File: config.mk
export PLATFORM = sky130hd
export DESIGN_NAME = elastic_stage_reg
export DESIGN_NICKNAME = d
export VERILOG_FILES = /design/src/rtl/pipe_pkg.sv /design/src/rtl/sat_counter.sv /design/src/rtl/elastic_stage_reg.sv
export SDC_FILE = /design/constraint.sdc
export NUM_CORES = 1
export LEC_CHECK = 0
export ABC_CLOCK_PERIOD_IN_PS = 1300
export CORE_MARGIN = 1
export CORE_UTILIZATION = 40
export CTS_CLUSTER_DIAMETER = 30
export CTS_CLUSTER_SIZE = 12
export DETAILED_ROUTE_END_ITERATION = 16
export GPL_ROUTABILITY_DRIVEN = 1
export PLACE_DENSITY = 0.73
export SLEW_MARGIN = 20
export SYNTH_ARGS = -nofsm -noshare
export SYNTH_HDL_FRONTEND = slang
export SYNTH_SLANG_ARGS = --single-unit
File: constraint.sdc
create_clock -name CLK -period 1.3 [get_ports CLK]
set_input_delay 0.195 -clock CLK [delete_from_list [all_inputs] [get_ports CLK]]
set_output_delay 0.195 -clock CLK [all_outputs]
set_load 0.05 [all_outputs]
File: src/rtl/pipe_pkg.sv
// Shared pipeline definitions: elastic-stage state encoding and the state type built on it.
package pipe_pkg;

  localparam logic [1:0] ST_EMPTY = 2'd0;
  localparam logic [1:0] ST_BUSY  = 2'd1;
  localparam logic [1:0] ST_FULL  = 2'd2;

  typedef enum logic [1:0] {
    S_EMPTY = ST_EMPTY,
    S_BUSY  = ST_BUSY,
    S_FULL  = ST_FULL
  } stage_state_e;

  // Only FULL blocks the upstream side; used to derive the registered ready.
  function automatic logic can_accept(input stage_state_e s);
    return (s != S_FULL);
  endfunction

endpackage

File: src/rtl/sat_counter.sv
// Saturating up-counter with synchronous active-low reset; sticks at all-ones.
module sat_counter #(
  parameter int CNT_W = 16
) (
  input  logic             clk,
  input  logic             rst_n,
  input  logic             inc_i,
  output logic [CNT_W-1:0] cnt_o
);

  logic [CNT_W-1:0] cnt_q;
  logic [CNT_W-1:0] cnt_d;

  always_comb begin
    cnt_d = cnt_q;
    if (inc_i && (cnt_q != '1)) begin
      cnt_d = cnt_q + CNT_W'(1);
    end
  end

  always_ff @(posedge clk) begin
    if (!rst_n) begin
      cnt_q <= '0;
    end else begin
      cnt_q <= cnt_d;
    end
  end

  assign cnt_o = cnt_q;

endmodule

File: src/rtl/elastic_stage_reg.sv
// Elastic pipeline stage: valid/ready with a 2-entry skid buffer and registered IN_READY.
// Define STAGE_REG_PERF_EN to build the stall/bubble performance counters.
module elastic_stage_reg
  import pipe_pkg::*;
#(
  parameter int WIDTH          = 32,
  parameter bit CLEAR_ON_FLUSH = 1'b1,
  parameter int CNT_W          = 16
) (
  input  logic             CLK,
  input  logic             RST_N,
  input  logic             FLUSH,
  input  logic             IN_VALID,
  output logic             IN_READY,
  input  logic [WIDTH-1:0] IN_DATA,
  output logic             OUT_VALID,
  input  logic             OUT_READY,
  output logic [WIDTH-1:0] OUT_DATA,
  output logic [CNT_W-1:0] STALL_CNT,
  output logic [CNT_W-1:0] BUBBLE_CNT
);

  stage_state_e     state_q, state_d;
  logic [WIDTH-1:0] main_q, main_d;
  logic [WIDTH-1:0] skid_q, skid_d;
  logic             in_ready_q, in_ready_d;

  logic in_fire;
  logic out_fire;

  assign OUT_VALID = (state_q != S_EMPTY);
  assign IN_READY  = in_ready_q;
  assign OUT_DATA  = main_q;

  assign in_fire  = IN_VALID & in_ready_q;
  assign out_fire = OUT_VALID & OUT_READY;

  always_comb begin
    state_d = state_q;
    main_d  = main_q;
    skid_d  = skid_q;

    unique case (state_q)
      S_EMPTY: begin
        if (in_fire) begin
          state_d = S_BUSY;
          main_d  = IN_DATA;
        end
      end
      S_BUSY: begin
        if (in_fire && out_fire) begin
          main_d = IN_DATA;
        end else if (in_fire) begin
          state_d = S_FULL;
          skid_d  = IN_DATA;
        end else if (out_fire) begin
          state_d = S_EMPTY;
        end
      end
      S_FULL: begin
        // Upstream is blocked here, so only the drain of main into downstream matters.
        if (out_fire) begin
          state_d = S_BUSY;
          main_d  = skid_q;
        end
      end
      default: begin
        state_d = S_EMPTY;
      end
    endcase

    if (FLUSH) begin
      state_d = S_EMPTY;
      if (CLEAR_ON_FLUSH) begin
        main_d = '0;
        skid_d = '0;
      end else begin
        main_d = main_q;
        skid_d = skid_q;
      end
    end

    in_ready_d = can_accept(state_d);
  end

  always_ff @(posedge CLK) begin
    if (!RST_N) begin
      state_q    <= S_EMPTY;
      main_q     <= '0;
      skid_q     <= '0;
      in_ready_q <= 1'b0;
    end else begin
      state_q    <= state_d;
      main_q     <= main_d;
      skid_q     <= skid_d;
      in_ready_q <= in_ready_d;
    end
  end

`ifdef STAGE_REG_PERF_EN
  logic stall_inc;
  logic bubble_inc;

  assign stall_inc  = OUT_VALID & ~OUT_READY;
  assign bubble_inc = ~OUT_VALID;

  sat_counter #(.CNT_W(CNT_W)) u_stall_cnt (
    .clk   (CLK),
    .rst_n (RST_N),
    .inc_i (stall_inc),
    .cnt_o (STALL_CNT)
  );

  sat_counter #(.CNT_W(CNT_W)) u_bubble_cnt (
    .clk   (CLK),
    .rst_n (RST_N),
    .inc_i (bubble_inc),
    .cnt_o (BUBBLE_CNT)
  );
`else
  assign STALL_CNT  = '0;
  assign BUBBLE_CNT = '0;
`endif

endmodule

==> flow_metrics.py <==
metrics = {
    "finish": {
        "final_common_cell": "dfxtp_1",
        "finalInstanceArea_mm2": 0.00515,
        "fin_nets": 464,
        "drive_gt1_share_pct": 46.6,
        "final_util_pct": 74.6,
        "syn2layout_area_growth_pct": 76.7,
        "final_cell_mix": "dfxtp_1, buf_12, a21oi_2",
        "diodes": 0,
        "nFillCells": 448,
    },
    "pwr": {
        "fin_total_pwr_mw": 4.71,
        "switchingPower_mw": 1.41,
        "p_int_mw": 3.30,
        "vdd_drop_max_mv": 0.618,
        "pwr-share-seq_pct": 45.6,
        "p_comb_share_pct": 21.6,
        "p_per_area_mw_per_mm2": 914,
        "leakagePower_nw": 2.01,
        "power.share.clock_pct": 32.8,
        "p_sw_share_pct": 30.0,
    },
    "logic_synthesis": {
        "syn_area_mm2": 0.00292,
        "synth_edf_count": 0,
        "ys_seq_area_share_pct": 46.0,
        "synth_cells": 337,
        "synth-seq-cells": 67,
        "synth_top_cell_by_area": "dfxtp_1",
        "ys.flop_type": "dfxtp_1",
        "avgSynthCellArea_um2": 8.65,
        "synth.distinct_cells": 25,
        "yosys_warnings": 0,
        "yosysTopAreaCellShare_pct": 46.0,
        "async_flop_share_pct": 0,
        "synth_area_leaders": "dfxtp_1, mux2i_1, a21oi_1",
    },
    "die": {
        "pin_count": 103,
        "core_mm2": 0.00691,
        "die_x_um": 87.4,
        "die_area_mm2": 0.00763,
        "dieHeight_um": 87.4,
        "num_rows": 30,
        "initial_core_util_pct": 42.2,
    },
    "detailed_routing": {
        "wl_met3_um": 394,
        "wl_met2_um": 4640,
        "ant_nets": 0,
        "top_layer_used": "met4",
        "drt_iter0_drc": 95,
        "vias": 2667,
        "firstDrtPassIters": 4,
        "avgViaCountPerCell": 5.06,
        "wirelength_um": 8850,
        "drc": 0,
        "avgRoutedWirePerCell_um": 16.8,
        "met1_length_um": 3610,
    },
    "timing": {
        "hold_violations": 0,
        "setup_viol": 64,
        "post-route-min-period_ns": 1.45,
        "rsz0062_at_grt": "true",
        "fin_worst_skew_ns": 0.0116,
        "final_max_slew_viol_count": 0,
        "max_freq_ghz": 0.689,
        "layout_setup_ws_ns": -0.151,
        "min_period_over_period_pct": 112,
    },
    "placement": {
        "place_area_mm2": 0.00405,
        "hpwlAfterDp_um": 4400,
        "port_buffers": 70,
        "gp_congestion": 0.765,
    },
    "worst_setup_path": {
        "arrival_ns": 1.26,
        "worstPathRequired_ns": 1.11,
        "setup.worst_path.end_class": "output pin",
        "critPathKind": "reg -> out",
        "crit_path_start_kind": "flip-flop",
        "reg2reg_depth": 6,
        "cp_max_fo": 2,
    },
    "grt": {
        "grt_pass1_vias": 2459,
        "grt_max_degree": 34,
        "antenna_found_initial": 0,
        "overflow": 0,
        "grt_pass1_wl_um": 12500,
        "grt_usage_pct": 21.6,
    },
    "clock_tree": {
        "cts.sinks": 67,
        "cts_tree": "done",
        "htree_num_levels": 3,
        "cts_made_buffers": 9,
        "clk_latency_ns": 0.34,
        "path_clk_slew_ns": 0.06,
        "clk_path_buf_depth": 2,
        "root_buffer": "clkbuf_8",
        "holdBufCountCts": 0,
    },
    "status": {
        "status": "complete, but fails checks",
        "violations": "negative setup slack",
    },
    "min_path": {
        "holdPathStages": 3,
        "min_path_type": "in -> reg",
    },
    "flow_run": {
        "cap_viol_max_count": 0,
    },
}
[final timing paths]
| kind | slack, ns | end | startpoint |
|---|---|---|---|
| setup / recovery | -0.15 | OUT_VALID | state_q[1] |
| hold / removal | 0.45 | skid_q[31] | IN_DATA[31] |
| setup reg to reg | -0.13 | skid_q[19] | state_q[1] |
| hold reg to reg | 0.47 | skid_q[25] | skid_q[25] |
[state kept, by name, indices dropped and copies added, names as in the netlist]
name / count
skid_q: 32
state_q: 2
IN_READY: 1
OUT_DATA: 32
[worst max-delay path, cell delays in order, from the launching register on]
cell and delay, ns:
dfxtp_2 0.33, buf_6 0.11, buf_6 0.10, or2_4 0.23, buf_12 0.15
[routing by layer]
layer | vias up | GRT usage, %
li1 | 1263 | -
met3 | 18 | 4.17
met2 | 101 | 36.5
met1 | 1285 | 26.7
met5 | - | 0
met4 | 0 | 9.54
[power groups by stage]
stage	combinational, mW	clock, mW	sequential, mW
floorplan	0.441	0	2.29
global placement	0.822	0	2.18
detailed placement	0.827	0	2.18
CTS	0.981	1.55	2.14
global route	1.06	1.66	2.15
finish	1.02	1.54	2.15
[logic make-up after synthesis]
| group | count (synthesis) | synth area share [%] |
|---|---|---|
| AO/OA/AOI/OAI | 100 | 18.0 |
| flip-flops | 67 | 46.0 |
| AND/OR/NAND/NOR | 79 | 11.5 |
| other | 1 | 0.129 |
| multiplexers | 33 | 11.3 |
| buffers and inverters | 57 | 13.0 |
[cells in the mapped netlist (3+ instances only)]
cell type / n
dfxtp_1: 67
nand2_1: 65
a21oi_1: 64
buf_4: 34
mux2i_1: 33
o21ai_1: 28
buf_2: 11
clkbuf_1: 9
o21ai_0: 4
buf_6: 3
nand2b_1: 3
nor2b_1: 3
[repair_timing]
| item | CTS | global route |
|---|---|---|
| hold endpoints to repair | 0 | 0 |
| resized for setup | 79 | 112 |
| pin swaps | 9 | 8 |
| cloned | 7 | 2 |
| endpoints found under the setup margin | 64 | 67 |
| setup buffers | 10 | 4 |
[per-stage QoR]
stage               TNS (ns)  instances  setup WS (ns)  hold WS, ns
floorplan              -1.46        368        -0.0488        0.317
CTS                    -3.60        526         -0.146        0.441
global route           -7.29        527         -0.181        0.463
global placement      -20.41        495         -0.346        0.442
detailed placement    -22.09        495         -0.408        0.452
finish                 -4.41        527         -0.151        0.454
[area by class of cell]
cell class	instances	area, µm²	share of cell area [%]
tap	96	120	2.33
sequential	67	1350	26.2
timing repair buffer	105	1550	30.1
clock buffer	13	160	3.11
clock inverter	2	10.0	0.194
multi-input combinational	244	1960	38.0
No activity file was read; power rests on OpenSTA's default activity.
